### src/rtl/conv_fetch_if.sv
// conv_fetch_if: groups the conv_fetch_ctrl signals into one bundle.
//   master : the fetch controller. It receives start/cfg and the read data,
//            and it drives the read requests, the kernel, the window and the
//            position flags.
//   slave  : the environment, made up of the start source, the weight/fmap
//            memory and the MAC array.
// LEN_IN is the number of bits in one weight or fmap element.
interface conv_fetch_if #(parameter int LEN_IN = 8);
   logic                   in_start_conv;
   logic [2:0]             in_cfg_ci;
   logic [2:0]             in_cfg_co;
   logic [8*LEN_IN-1:0]    in_wdata;
   logic [8*LEN_IN-1:0]    in_fdata;
   logic                   out_readw_ctl;
   logic                   out_readi_ctl;
   logic [16*LEN_IN-1:0]   out_wreg;
   logic [24*LEN_IN-1:0]   out_win;
   logic                   out_win_valid;
   logic                   out_win_single;
   logic                   out_first_chnl;
   logic                   out_last_chnl;
   logic [5:0]             out_row;
   logic [4:0]             out_knl;
   logic                   out_end_fetch;

   modport master (
      input  in_start_conv, in_cfg_ci, in_cfg_co, in_wdata, in_fdata,
      output out_readw_ctl, out_readi_ctl, out_wreg, out_win, out_win_valid,
             out_win_single, out_first_chnl, out_last_chnl, out_row, out_knl,
             out_end_fetch
   );

   modport slave (
      output in_start_conv, in_cfg_ci, in_cfg_co, in_wdata, in_fdata,
      input  out_readw_ctl, out_readi_ctl, out_wreg, out_win, out_win_valid,
             out_win_single, out_first_chnl, out_last_chnl, out_row, out_knl,
             out_end_fetch
   );
endinterface

### src/rtl/conv_fetch_ctrl.sv
// conv_fetch_ctrl: the input-side sequencer of the CONV core.
// It walks the loops kernel -> channel -> output row -> column pair. Each
// output row takes one slot of CYC_ROW cycles:
//   cyc 0,1       : read weights (two halves of 8 elements each)
//   cyc 0..PAIRS-1: read fmap column pairs
//   the remaining cycles drain.
// Read data arrives one cycle after its request and is captured at the end of
// that next cycle. The 4x4 kernel and a 4-row x 6-column sliding window are
// kept here, together with flags that tell the MAC array which output
// positions the window can compute.
// Ports:
//   clk, rst : clock, asynchronous active-high reset
//   bus      : conv_fetch_if.master (start/cfg, read bus, kernel, window, flags)
module conv_fetch_ctrl #(
   parameter int LEN_IN   = 8,
   parameter int ROWS_OUT = 61,
   parameter int PAIRS    = 32,
   parameter int CYC_ROW  = 34
) (
   input  logic          clk,
   input  logic          rst,
   conv_fetch_if.master  bus
);

   typedef enum logic [1:0] {IDLE, RUN, DONE} state_t;

   localparam logic [5:0] CYC_LAST = 6'(CYC_ROW - 1);
   localparam logic [5:0] ROW_LAST = 6'(ROWS_OUT - 1);
   localparam logic [5:0] NPAIR    = 6'(PAIRS);

   state_t                 state_q;
   logic [5:0]             cyc_q, row_q, row_d;
   logic [4:0]             chnl_q, chnl_d, knl_q, knl_d;
   logic [4:0]             last_chnl_q, last_knl_q;
   logic                   first_q, lastc_q, end_q;
   logic [16*LEN_IN-1:0]   wreg_q;
   logic [24*LEN_IN-1:0]   win_q;
   logic                   run, slot_end, final_slot;

   // Count 8*(n+1) is stored as its last index, {n,3'b111}. Codes above 3
   // saturate to 3.
   function automatic logic [4:0] cfg_last(input logic [2:0] c);
      return {(c > 3'd3) ? 2'd3 : c[1:0], 3'b111};
   endfunction

   assign run        = (state_q == RUN);
   assign slot_end   = run && (cyc_q == CYC_LAST);
   assign final_slot = (row_q == ROW_LAST) && (chnl_q == last_chnl_q) &&
                       (knl_q == last_knl_q);

   // These are decoded from state, so the asynchronous reset drops them at once.
   assign bus.out_readw_ctl  = run && (cyc_q < 6'd2);
   assign bus.out_readi_ctl  = run && (cyc_q < NPAIR);
   assign bus.out_win_valid  = run && (cyc_q >= 6'd3);
   assign bus.out_win_single = run && (cyc_q == 6'd3);

   assign bus.out_wreg       = wreg_q;
   assign bus.out_win        = win_q;
   assign bus.out_first_chnl = first_q;
   assign bus.out_last_chnl  = lastc_q;
   assign bus.out_row        = row_q;
   assign bus.out_knl        = knl_q;
   assign bus.out_end_fetch  = end_q;

   // Loop nest advance that applies at the end of a slot.
   always_comb begin
      row_d  = row_q + 6'd1;
      chnl_d = chnl_q;
      knl_d  = knl_q;
      if (row_q == ROW_LAST) begin
         row_d = '0;
         if (chnl_q == last_chnl_q) begin
            chnl_d = '0;
            knl_d  = knl_q + 5'd1;
         end else begin
            chnl_d = chnl_q + 5'd1;
         end
      end
   end

   always_ff @(posedge clk or posedge rst) begin
      if (rst) begin
         state_q     <= IDLE;
         cyc_q       <= '0;
         row_q       <= '0;
         chnl_q      <= '0;
         knl_q       <= '0;
         last_chnl_q <= '0;
         last_knl_q  <= '0;
         first_q     <= 1'b0;
         lastc_q     <= 1'b0;
         end_q       <= 1'b0;
      end else begin
         end_q <= 1'b0;
         case (state_q)
            IDLE: if (bus.in_start_conv) begin
               state_q     <= RUN;
               last_chnl_q <= cfg_last(bus.in_cfg_ci);
               last_knl_q  <= cfg_last(bus.in_cfg_co);
               cyc_q       <= '0;
               row_q       <= '0;
               chnl_q      <= '0;
               knl_q       <= '0;
               first_q     <= 1'b1;
               lastc_q     <= 1'b0;    // there are always at least 8 channels
            end
            RUN: begin
               if (slot_end) begin
                  cyc_q <= '0;
                  if (final_slot) begin
                     state_q <= DONE;
                     end_q   <= 1'b1;
                     row_q   <= '0;
                     chnl_q  <= '0;
                     knl_q   <= '0;
                     first_q <= 1'b0;
                     lastc_q <= 1'b0;
                  end else begin
                     row_q   <= row_d;
                     chnl_q  <= chnl_d;
                     knl_q   <= knl_d;
                     first_q <= (chnl_d == 5'd0);
                     lastc_q <= (chnl_d == last_chnl_q);
                  end
               end else begin
                  cyc_q <= cyc_q + 6'd1;
               end
            end
            // A start held high keeps the block parked here. A new run needs
            // the start to go low and then high again.
            DONE: if (!bus.in_start_conv) state_q <= IDLE;
            default: state_q <= IDLE;
         endcase
      end
   end

   // Capture data one cycle after its request. The window is never cleared
   // between rows: stale columns are simply not flagged valid.
   always_ff @(posedge clk or posedge rst) begin
      if (rst) begin
         wreg_q <= '0;
         win_q  <= '0;
      end else if (run) begin
         if (cyc_q == 6'd1) wreg_q[0        +: 8*LEN_IN] <= bus.in_wdata;
         if (cyc_q == 6'd2) wreg_q[8*LEN_IN +: 8*LEN_IN] <= bus.in_wdata;
         if ((cyc_q >= 6'd1) && (cyc_q <= NPAIR))
            win_q <= {bus.in_fdata, win_q[24*LEN_IN-1:8*LEN_IN]};
      end
   end

endmodule

### src/flat_wrapper.sv
// flat-port wrapper written by rule: the top's interface ports become plain ports
module conv_fetch_ctrl_flat 
#(
   parameter int LEN_IN   = 8,
   parameter int ROWS_OUT = 61,
   parameter int PAIRS    = 32,
   parameter int CYC_ROW  = 34
)
  (clk, rst, bus_in_start_conv, bus_in_cfg_ci, bus_in_cfg_co, bus_in_wdata, bus_in_fdata, bus_out_readw_ctl, bus_out_readi_ctl, bus_out_wreg, bus_out_win, bus_out_win_valid, bus_out_win_single, bus_out_first_chnl, bus_out_last_chnl, bus_out_row, bus_out_knl, bus_out_end_fetch);
  conv_fetch_if #(.LEN_IN(LEN_IN)) bus_i ();
  input  logic clk;
  input  logic rst;
  input wire logic [$bits(bus_i.in_start_conv)-1:0] bus_in_start_conv;
  input wire logic [$bits(bus_i.in_cfg_ci)-1:0] bus_in_cfg_ci;
  input wire logic [$bits(bus_i.in_cfg_co)-1:0] bus_in_cfg_co;
  input wire logic [$bits(bus_i.in_wdata)-1:0] bus_in_wdata;
  input wire logic [$bits(bus_i.in_fdata)-1:0] bus_in_fdata;
  output wire logic [$bits(bus_i.out_readw_ctl)-1:0] bus_out_readw_ctl;
  output wire logic [$bits(bus_i.out_readi_ctl)-1:0] bus_out_readi_ctl;
  output wire logic [$bits(bus_i.out_wreg)-1:0] bus_out_wreg;
  output wire logic [$bits(bus_i.out_win)-1:0] bus_out_win;
  output wire logic [$bits(bus_i.out_win_valid)-1:0] bus_out_win_valid;
  output wire logic [$bits(bus_i.out_win_single)-1:0] bus_out_win_single;
  output wire logic [$bits(bus_i.out_first_chnl)-1:0] bus_out_first_chnl;
  output wire logic [$bits(bus_i.out_last_chnl)-1:0] bus_out_last_chnl;
  output wire logic [$bits(bus_i.out_row)-1:0] bus_out_row;
  output wire logic [$bits(bus_i.out_knl)-1:0] bus_out_knl;
  output wire logic [$bits(bus_i.out_end_fetch)-1:0] bus_out_end_fetch;
  assign bus_i.in_start_conv = bus_in_start_conv;
  assign bus_i.in_cfg_ci = bus_in_cfg_ci;
  assign bus_i.in_cfg_co = bus_in_cfg_co;
  assign bus_i.in_wdata = bus_in_wdata;
  assign bus_i.in_fdata = bus_in_fdata;
  assign bus_out_readw_ctl = bus_i.out_readw_ctl;
  assign bus_out_readi_ctl = bus_i.out_readi_ctl;
  assign bus_out_wreg = bus_i.out_wreg;
  assign bus_out_win = bus_i.out_win;
  assign bus_out_win_valid = bus_i.out_win_valid;
  assign bus_out_win_single = bus_i.out_win_single;
  assign bus_out_first_chnl = bus_i.out_first_chnl;
  assign bus_out_last_chnl = bus_i.out_last_chnl;
  assign bus_out_row = bus_i.out_row;
  assign bus_out_knl = bus_i.out_knl;
  assign bus_out_end_fetch = bus_i.out_end_fetch;
  conv_fetch_ctrl #(.LEN_IN(LEN_IN), .ROWS_OUT(ROWS_OUT), .PAIRS(PAIRS), .CYC_ROW(CYC_ROW)) u_core (.clk(clk), .rst(rst), .bus(bus_i));
endmodule
### config.mk
export PLATFORM = sky130hd
export DESIGN_NAME = conv_fetch_ctrl_flat
export DESIGN_NICKNAME = d
export VERILOG_FILES = /design/src/rtl/conv_fetch_if.sv /design/src/rtl/conv_fetch_ctrl.sv /design/src/flat_wrapper.sv
export SDC_FILE = /design/constraint.sdc
export NUM_CORES = 1
export LEC_CHECK = 0
export CORE_AREA = 5 5 183 185
export CTS_BUF_LIST = sky130_fd_sc_hd__clkbuf_4 sky130_fd_sc_hd__clkbuf_8
export DETAILED_ROUTE_END_ITERATION = 6
export DIE_AREA = 0 0 188 190
export PLACE_DENSITY = 0.84
export SETUP_SLACK_MARGIN = 0.1
export SLEW_MARGIN = 20
export SYNTH_ARGS = -nofsm -noshare
export SYNTH_HDL_FRONTEND = slang
export SYNTH_SLANG_ARGS = --single-unit
### constraint.sdc
create_clock -name clk -period 15.6 [get_ports clk]
set_input_delay 4.68 -clock clk [delete_from_list [all_inputs] [get_ports clk]]
set_output_delay 4.68 -clock clk [all_outputs]
set_load 0.005 [all_outputs]
==> run summary <==
RSZ-0062 raised after global routing - false
Layout Cells excl Fill - 1858
most area-consuming cells after synthesis - dfrtp_1, mux2_2, buf_2
final worst-path cycle share - 44.8%
Leak - 8.45 nW
Port Buffers - 474
met3 usage - 4.68%
startpoint types - flip-flop
Initial Util - 43.1%
CP arrival - 2310 ps
Tightest Pin Transition - 1120 ps
Final Hold Fails - 0
Inst Count DP - 1742
Post-Syn Instances - 895
status - completed
Unique masters post-synth - 50
crit path capture type - output pin
Num CTS Buffers - 60
top_reg_cell synth - dfrtp_1
die area - 35700 um2
die span in x - 188 um
met1 GRT Util - 24.7%
Worst Path Max Fanout - 10
met2 Use GR - 36.1%
worst hold path class - flip-flop to flip-flop
Post-CTS Setup Inserts - 0
io pins - 475
Via Count - 9355
CTS tree - yes
largest net degree at the start of global routing - 126
Worst Path Buf+Inv - 1
vias per cell - 5.03
post_cts resized - 0
Max Freq - 143 MHz
Overall Power - 0.00452 W
Top Usage Layer GRT - met2
initial DRC count - 316
clock latency on the worst-skew pair - 590 ps
Die Ht - 190 um
slew margin rel. - 25.6%
grt total ovfl - 0
Yosys top cell area share - 64.2%
CP top delay family - simple AND/OR/NAND/NOR gates
async set-reset flop share out of synthesis - 100%
Max Buffers Root-to-Sink - 3
# H-tree levels - 2
core region area - 31900 um2
Crit path required time - 10920 ps
final setup fails - 0
setup_tns - 0 ps
total iterations of the first detailed-routing run - 4
row count - 66
Post-Route WL - 37.9 mm
Synth area leader - dfrtp_1
Area growth syn-to-layout - 47.3%
WL/cell - 20.4 um
GRT Util Overall - 20.5%
Final Max Tran Viols - 0
Synth Net Count - 1040
gpl congestion - 0.819
first-pass GRT wire length - 58.4 mm
Synth Area per Inst - 15.3 um2
Post-DP HPWL - 27.6 mm
min setup slack post-route - 8610 ps
slowest CP cell - nor3_2
nets - 1541
Max-cap violations - 0
# clock sinks - 352
initial antenna violation count - 3
Fin Hold WS - 503 ps
Place WS - 7760 ps
CTS Hold Bufs - 0
EDFF count, synth - 0
clock skew - 15.3 ps
Synth Register Bits - 352
VDD IR-drop max - 0.000125 V
critical path class - flip-flop to output pin
antenna viol nets, final - 0
fin crit period - 6990 ps
mapped cell area - 13700 um2
CTS Root Buffer Type - clkbuf_8
vias in the first global route - 9946
synth warn - 0
critical path's largest stage delay - 530 ps
sequential fraction of the synthesis area - 64.2%
share of layout cells above drive strength 1 - 31.3%
Post-route DRC - 0
Clock transition at path regs - 50 ps
cell area power density - 224 nW/um2
critical path, cell by cell - nor3_2 > and3_1 > clkdlybuf4s50_1
==> layout make-up <==
type	instances	area, um2
clock buffer	102	1260
timing repair buffer	481	4800
clock inverter	11	96.3
antenna	3	7.51
sequential	352	8810
multi-input combinational	488	4690
fill	2307	11600
inverter	13	56.3
tap	408	510
==> layout by cell type, fill, tap and decap left out, types with 8 or more instances in the layout <==
master / instances
clkbuf_4: 23
ha_1: 8
a21oi_1: 15
clkbuf_8: 79
nand3_1: 9
clkdlybuf4s50_1: 474
nor2_1: 14
dfrtp_1: 352
mux2_2: 318
o21ai_0: 30
nand2_1: 14
inv_1: 12
==> logic make-up (layout without fill, tap and decap cells) <==
logic type | after synthesis | count (layout) | synth area share [%]
AOI/OAI and AO/OA | 78 | 78 | 3.65
xor gates and xnor gates | 7 | 7 | 0.447
adders and majority gates | 8 | 8 | 0.729
buffers and inverters | 55 | 607 | 1.84
DFF | 352 | 352 | 64.2
muxes | 320 | 320 | 26.2
other | 0 | 3 | 0
and+or+nand+nor | 75 | 75 | 2.93
==> per-stage QoR <==
step	area, um2	utilization [%]
final	20200	63.5
after detailed placement	18900	59.2
after global routing	20200	63.5
after global placement	18900	59.2
after CTS	20200	63.4
after floorplan	13700	-
==> sequential cells by signal, summed over array words and instances, names as in the netlist <==
signal and flops:
u_core.last_knl_q 3, u_core.cyc_q 6, u_core.bus.out_knl 5, u_core.bus.out_end_fetch 1
u_core.chnl_q 5, u_core.last_chnl_q 2, u_core.bus.out_last_chnl 1, u_core.state_q 2
u_core.bus.out_row 6, u_core.bus.out_win 192, u_core.bus.out_wreg 128, u_core.bus.out_first_chnl 1
==> power by group <==
group,switching (W),total [W],internal (W)
registers,0.000311,0.00168,0.00137
logic,0.000661,0.00195,0.00129
clock network,0.000366,0.000891,0.000525
==> synthesized netlist by cell type, types with 2 or more instances <==
cell / instances
mux2_2: 318
xnor2_1: 2
o21ai_0: 30
a22oi_1: 2
nand2_1: 15
nand3_1: 10
or3_1: 5
xor2_1: 5
o31ai_1: 6
nor2b_1: 3
a22o_1: 2
nor2_1: 15
or4_1: 2
o41ai_1: 3
inv_1: 13
a31oi_1: 5
or2_2: 3
ha_1: 8
mux2_1: 2
a21oi_1: 15
and2_1: 2
nor3_1: 2
o21ai_2: 2
nand4_1: 6
dfrtp_1: 352
buf_2: 31
nand2b_1: 4
clkbuf_1: 9
and3_1: 2
==> path summary, 6_finish.rpt <==
path,start,endpoint,slack (ps),depth (start not counted)
min in group asynchronous,rst,u_core.bus.out_wreg[58]$_DFFE_PP0P_,4680,2
max,u_core.cyc_q[3]$_DFFE_PP0P_,bus_out_readw_ctl,8610,3
min,u_core.bus.out_win[37]$_DFFE_PP0P_,u_core.bus.out_win[37]$_DFFE_PP0P_,500,1
min reg2reg,u_core.bus.out_win[37]$_DFFE_PP0P_,u_core.bus.out_win[37]$_DFFE_PP0P_,500,1
max reg2reg,u_core.cyc_q[1]$_DFFE_PP0P_,u_core.bus.out_win[7]$_DFFE_PP0P_,12100,8
max in group asynchronous,rst,u_core.bus.out_win[143]$_DFFE_PP0P_,8750,4
==> worst register-to-register path: cells and delay by family, from the launching register on <==
| family | cells | cell delay (ps) |
|---|---|---|
| AND/OR/NAND/NOR | 1 | 690 |
| multiplexers | 1 | 540 |
| adder cells (fa/ha/maj) | 1 | 310 |
| flip-flops | 1 | 450 |
| buffers and inverters | 3 | 1160 |
| AO/OA/AOI/OAI | 2 | 230 |
==> per-layer routing <==
metal  vias up  share of wire (%)  routed length (um)
met5         -                  0                   0
met4         0                3.2                1230
met3        81                6.0                2270
met2       362                 52               19800
met1      4679                 38               14600
li1       4233                  -                   -
Power figures use the tool's default switching activity.
